<file path="src/rtl/reset_sequencer_pkg.sv">
// Shared types for the reset sequencer:
// state encodings, cause codes, request priority.
package reset_sequencer_pkg;

   typedef enum logic [1:0] {
      ST_ASSERT = 2'd0,
      ST_PERIPH = 2'd1,
      ST_HOLD   = 2'd2,
      ST_RUN    = 2'd3
   } state_t;

   localparam logic [1:0] CAUSE_POR  = 2'b00;
   localparam logic [1:0] CAUSE_WDOG = 2'b01;
   localparam logic [1:0] CAUSE_BTN  = 2'b10;
   localparam logic [1:0] CAUSE_SW   = 2'b11;

   // Highest-priority request wins: wdog > btn > sw.
   function automatic logic [1:0] req_cause(
      input logic w,
      input logic b,
      input logic s
   );
      if (w)      return CAUSE_WDOG;
      else if (b) return CAUSE_BTN;
      else if (s) return CAUSE_SW;
      else        return CAUSE_POR;
   endfunction

endpackage

</file>
<file path="src/rtl/rstseq_timer.sv">
// Delay counter shared by the ASSERT and PERIPH phases.
// Counts while enabled, clears on request, flags terminal count.
module rstseq_timer #(
   parameter int unsigned CW = 8
) (
   input  logic          clk,
   input  logic          resetn,
   input  logic          clr,
   input  logic          en,
   input  logic [CW-1:0] tc_val,
   output logic          tc
);

   logic [CW-1:0] cnt;

   // Up-counter; clear wins over enable so it never wraps.
   always_ff @(posedge clk or negedge resetn) begin
      if (!resetn) begin
         cnt <= '0;
      end else if (clr) begin
         cnt <= '0;
      end else if (en) begin
         cnt <= cnt + CW'(1);
      end
   end

   assign tc = (cnt == tc_val);

endmodule

</file>
<file path="src/rtl/reset_sequencer.sv">
// Merges reset requests and releases peripherals, then CPU,
// in order; records the cause and number of resets.
module reset_sequencer
   import reset_sequencer_pkg::*;
#(
   parameter int unsigned CW            = 8,
   parameter int unsigned ASSERT_CYCLES = 16,
   parameter int unsigned CPU_DLY       = 64
) (
   input  logic       clk,
   input  logic       resetn,
   input  logic       req_wdog,
   input  logic       req_btn,
   input  logic       req_sw,
   input  logic       hold_cpu,
   output logic       periph_rstn,
   output logic       cpu_rstn,
   output logic       busy,
   output logic [1:0] last_cause,
   output logic [7:0] reset_count
);

   localparam logic [CW-1:0] A_TC = CW'(ASSERT_CYCLES - 1);
   localparam logic [CW-1:0] P_TC = CW'(CPU_DLY - 1);

   state_t        state;
   logic          req_any;
   logic [1:0]    cause;
   logic          tc;
   logic          clr;
   logic          en;
   logic [CW-1:0] tc_val;

   assign req_any = req_wdog | req_btn | req_sw;
   assign cause   = req_cause(req_wdog, req_btn, req_sw);
   assign tc_val  = (state == ST_PERIPH) ? P_TC : A_TC;
   assign busy    = (state != ST_RUN);

   // Timer control: count in the timed phases, clear on
   // every state change and while a request is present.
   always_comb begin
      en  = 1'b0;
      clr = req_any;
      unique case (state)
         ST_ASSERT: begin
            en  = 1'b1;
            clr = req_any | tc;
         end
         ST_PERIPH: begin
            en  = 1'b1;
            clr = req_any | tc;
         end
         ST_HOLD: begin
            clr = req_any | ~hold_cpu;
         end
         ST_RUN: begin
            clr = req_any;
         end
      endcase
   end

   rstseq_timer #(
      .CW(CW)
   ) u_timer (
      .clk   (clk),
      .resetn(resetn),
      .clr   (clr),
      .en    (en),
      .tc_val(tc_val),
      .tc    (tc)
   );

   // Sequencer FSM with registered reset outputs;
   // a request overrides every transition.
   always_ff @(posedge clk or negedge resetn) begin
      if (!resetn) begin
         state       <= ST_ASSERT;
         periph_rstn <= 1'b0;
         cpu_rstn    <= 1'b0;
         last_cause  <= CAUSE_POR;
         reset_count <= 8'd0;
      end else if (req_any) begin
         state       <= ST_ASSERT;
         periph_rstn <= 1'b0;
         cpu_rstn    <= 1'b0;
         last_cause  <= cause;
         if (state != ST_ASSERT && reset_count != 8'hFF) begin
            reset_count <= reset_count + 8'd1;
         end
      end else begin
         unique case (state)
            ST_ASSERT: begin
               if (tc) begin
                  state       <= ST_PERIPH;
                  periph_rstn <= 1'b1;
               end
            end
            ST_PERIPH: begin
               if (tc) begin
                  if (!hold_cpu) begin
                     state    <= ST_RUN;
                     cpu_rstn <= 1'b1;
                  end else begin
                     state <= ST_HOLD;
                  end
               end
            end
            ST_HOLD: begin
               if (!hold_cpu) begin
                  state    <= ST_RUN;
                  cpu_rstn <= 1'b1;
               end
            end
            ST_RUN: begin
               state <= ST_RUN;
            end
         endcase
      end
   end

endmodule

</file>
<file path="config.mk">
export PLATFORM = sky130hd
export DESIGN_NAME = reset_sequencer
export DESIGN_NICKNAME = d
export VERILOG_FILES = /design/src/rtl/reset_sequencer_pkg.sv /design/src/rtl/rstseq_timer.sv /design/src/rtl/reset_sequencer.sv
export SDC_FILE = /design/constraint.sdc
export NUM_CORES = 1
export LEC_CHECK = 0
export CAP_MARGIN = 25
export CORE_MARGIN = 1
export CORE_UTILIZATION = 50
export DETAILED_ROUTE_END_ITERATION = 7
export PLACE_DENSITY_LB_ADDON = 0.1
export REMOVE_ABC_BUFFERS = 1
export SYNTH_ARGS = -nofsm -noshare
export SYNTH_HDL_FRONTEND = slang
export SYNTH_SLANG_ARGS = --single-unit
</file>
<file path="constraint.sdc">
create_clock -name clk -period 1.6 [get_ports clk]
set_clock_uncertainty 0.05 [all_clocks]
set_input_delay 0.32 -clock clk [delete_from_list [all_inputs] [get_ports clk]]
set_output_delay 0.32 -clock clk [all_outputs]
set_load 0.03 [all_outputs]
</file>
==> impl_metrics.env <==
export IMPL_dp_hpwl_um=1666
export IMPL_ant_nets=0
export IMPL_drv_cap=0
export IMPL_worst_slew_pin_slew_ps=464.5
export IMPL_clock_tree_buffer_depth=2
export IMPL_slew_violations=0
export IMPL_syn_inst=110
export IMPL_highest_layer="met4"
export IMPL_regToRegStartpoint="state[0]"
export IMPL_wire_per_inst_um=13.76
export IMPL_critPathSlowestCell="clkdlybuf4s50_1"
export IMPL_period_minus_slack_ps=1553
export IMPL_critPathKind="input port to flop"
export IMPL_syn_area_um2=1130
export IMPL_yosysUniqueCellTypes=34
export IMPL_worst_ep_required_time_ps=1810
export IMPL_hold_class="input port to async pin"
export IMPL_yosysSeqAreaShare=0.4873
export IMPL_vias_per_cell=5.550
export IMPL_post_cts_resized=12
export IMPL_worstReg2RegEnd="u_timer.cnt[0]"
export IMPL_finalCritPeriodShare=0.9705
export IMPL_drcViolationCount=0
export IMPL_syn_to_final_growth_pct=32.00
export IMPL_path_cells="clkdlybuf4s50_1 -> or3_1 -> a211o_4 -> nor2_2"
export IMPL_synth_avg_cell_area_um2=10.27
export IMPL_routed_wl_met3_um=114
export IMPL_diodes=0
export IMPL_relSlewSlack=0.6896
export IMPL_start_util=0.5533
export IMPL_layout_drive_gt1_share=0.2465
export IMPL_holdWs_ps=297.4
export IMPL_io_pins=19
export IMPL_grt_max_degree=23
export IMPL_vdd_drop_max_v=0.0005276
export IMPL_met1Wirelength_um=1049
export IMPL_yosys_area_top_type="dfrtp_1"
export IMPL_first_global_vias=877
export IMPL_met2_length_um=1105
export IMPL_setup_viol=0
export IMPL_setup_tns_ps=0
export IMPL_rrSetupSlack_ps=80
export IMPL_crit_fanout=7
export IMPL_outcome="completed"
export IMPL_dieArea_um2=2454
export IMPL_fmax_ghz=0.6440
export IMPL_routabilityCongestion=0.7957
export IMPL_final_cell_mix="dfrtp_1 (20), buf_4 (13), dlygate4sd2_1 (12), nor2_1 (10)"
export IMPL_rsz0062_at_grt="no"
export IMPL_layout_commonest_cell="dfrtp_1"
export IMPL_numCtsBuffers=3
export IMPL_synth_top_cell_area_share=0.4873
export IMPL_cts_tree="done"
export IMPL_powerDensity_nw_per_um2=716.8
export IMPL_rows=16
export IMPL_startpoint_type="input port"
export IMPL_dr_pass1_iters=4
export IMPL_clk_pin_slew_ps=130
export IMPL_drt_iter0_drc=14
export IMPL_timing_final_ws_setup_ps=47.19
export IMPL_vias=938
export IMPL_clock_latency_ps=320
export IMPL_cts_setup_buffers=0
export IMPL_cts_root_buf="clkbuf_4"
export IMPL_p_leak_nw=0.7160
export IMPL_worstRegToRegCells=4
export IMPL_overflow=0
export IMPL_synth_area_leaders="dfrtp_1 (49%), xor2_1 (6.2%), nor2_2 (3.9%)"
export IMPL_antenna_found_initial=0
export IMPL_synth_warnings=0
export IMPL_grt_pass1_wl_um=3939
export IMPL_port_buffers=18
export IMPL_cp_slowest_stage_delay_ps=480
export IMPL_h_tree_depth=1
export IMPL_critPathArrivalTime_ps=1760
export IMPL_die_h_um=49.54
export IMPL_wl_um=2325
export IMPL_crit_path_end_kind="flop"
export IMPL_clock_sinks=22
export IMPL_layout_nets=151
export IMPL_die_x_um=49.54
export IMPL_yosys_register_bits=22
export IMPL_core_um2=2042
export IMPL_timing_final_hold_violations=0
export IMPL_cts_hold_buf=0
export IMPL_grt_total_usage=0.2148
export IMPL_place_ws_ps=-305.8
==> layout make-up <==
| cell class | count | area (um^2) |
|---|---|---|
| Sequential cell | 22 | 553.0 |
| Inverter | 3 | 11.26 |
| Clock inverter | 1 | 30.03 |
| Multi-Input combinational cell | 82 | 576.8 |
| Fill cell | 161 | 550.5 |
| Timing Repair Buffer | 31 | 264.0 |
| Clock buffer | 3 | 22.52 |
| Tap cell | 27 | 33.78 |
==> critical path: cells and delay by family <==
kind,cells,cell delay [ps]
buf+inv,1,480
compound gates,1,390
simple gates,2,570
==> stage by stage <==
stage	std cells	utilization	instance area [um^2]	power [mW]
2_1_floorplan	107	-	1115	0.6020
3_3_place_gp	165	0.6973	1424	0.6522
3_5_place_dp	165	0.6973	1424	0.6537
4_1_cts	169	0.7157	1461	1.081
5_1_grt	169	0.7304	1491	1.102
6_report	169	0.7304	1491	1.069
==> logic make-up after synthesis <==
kind of cell / Yosys count / share of synthesized area
simple gates: 51 / 0.2459
flops: 22 / 0.4873
compound gates: 16 / 0.1163
xor+xnor: 11 / 0.08528
buf+inv: 6 / 0.02325
mux: 2 / 0.01993
fa+ha+maj: 2 / 0.02214
==> per-layer routing <==
metal,up-vias,GRT usage
li1,452,-
met4,0,0.08095
met2,31,0.3446
met1,448,0.2860
met3,7,0.04321
met5,-,0
==> synth_stat cells <==
cell type,instances
o21ai_1,1
a31oi_1,4
nor3_1,2
and3_1,2
ha_1,2
xor2_1,8
or2_2,1
a211o_4,1
nand3b_1,1
nand4_1,4
o21bai_1,1
and3b_1,1
nor3b_1,1
buf_2,3
mux2_1,1
mux2_2,1
inv_1,3
nor2_1,11
nor4b_1,1
nand3_1,5
nand2_1,8
o21ba_2,1
nor2_2,7
o32ai_2,1
a211o_1,2
nand4b_1,2
a21oi_1,2
o21a_1,1
or3_1,2
and4_1,1
dfrtp_1,22
a211oi_1,2
nor2b_1,2
xnor2_1,3
==> power by group <==
part           switching, mW  internal, mW  total, mW  leakage (nW)
clock                  0.177         0.253      0.430        0.0279
sequential           0.00444         0.562      0.566         0.298
combinational         0.0405        0.0322     0.0727         0.390
total                  0.221         0.848       1.07         0.716
==> worst max-delay path by stage <==
stage	start	end	slack, ps	cells past startpoint
2_1_floorplan	reset_count[0]	reset_count[1]	6	4
6_report	req_wdog	u_timer.cnt[0]	50	4
3_5_place_dp	req_wdog	reset_count[1]	-310	4
3_3_place_gp	req_wdog	reset_count[1]	-260	4
4_1_cts	state[0]	busy	20	3
5_1_grt	state[0]	busy	0.3	3
==> sequential cells by signal, indices dropped and copies added, names as in the netlist <==
register,cells
state,2
cpu_rstn,1
reset_count,8
periph_rstn,1
u_timer.cnt,8
last_cause,2
Note: power is estimated with default switching activity, not from simulation.
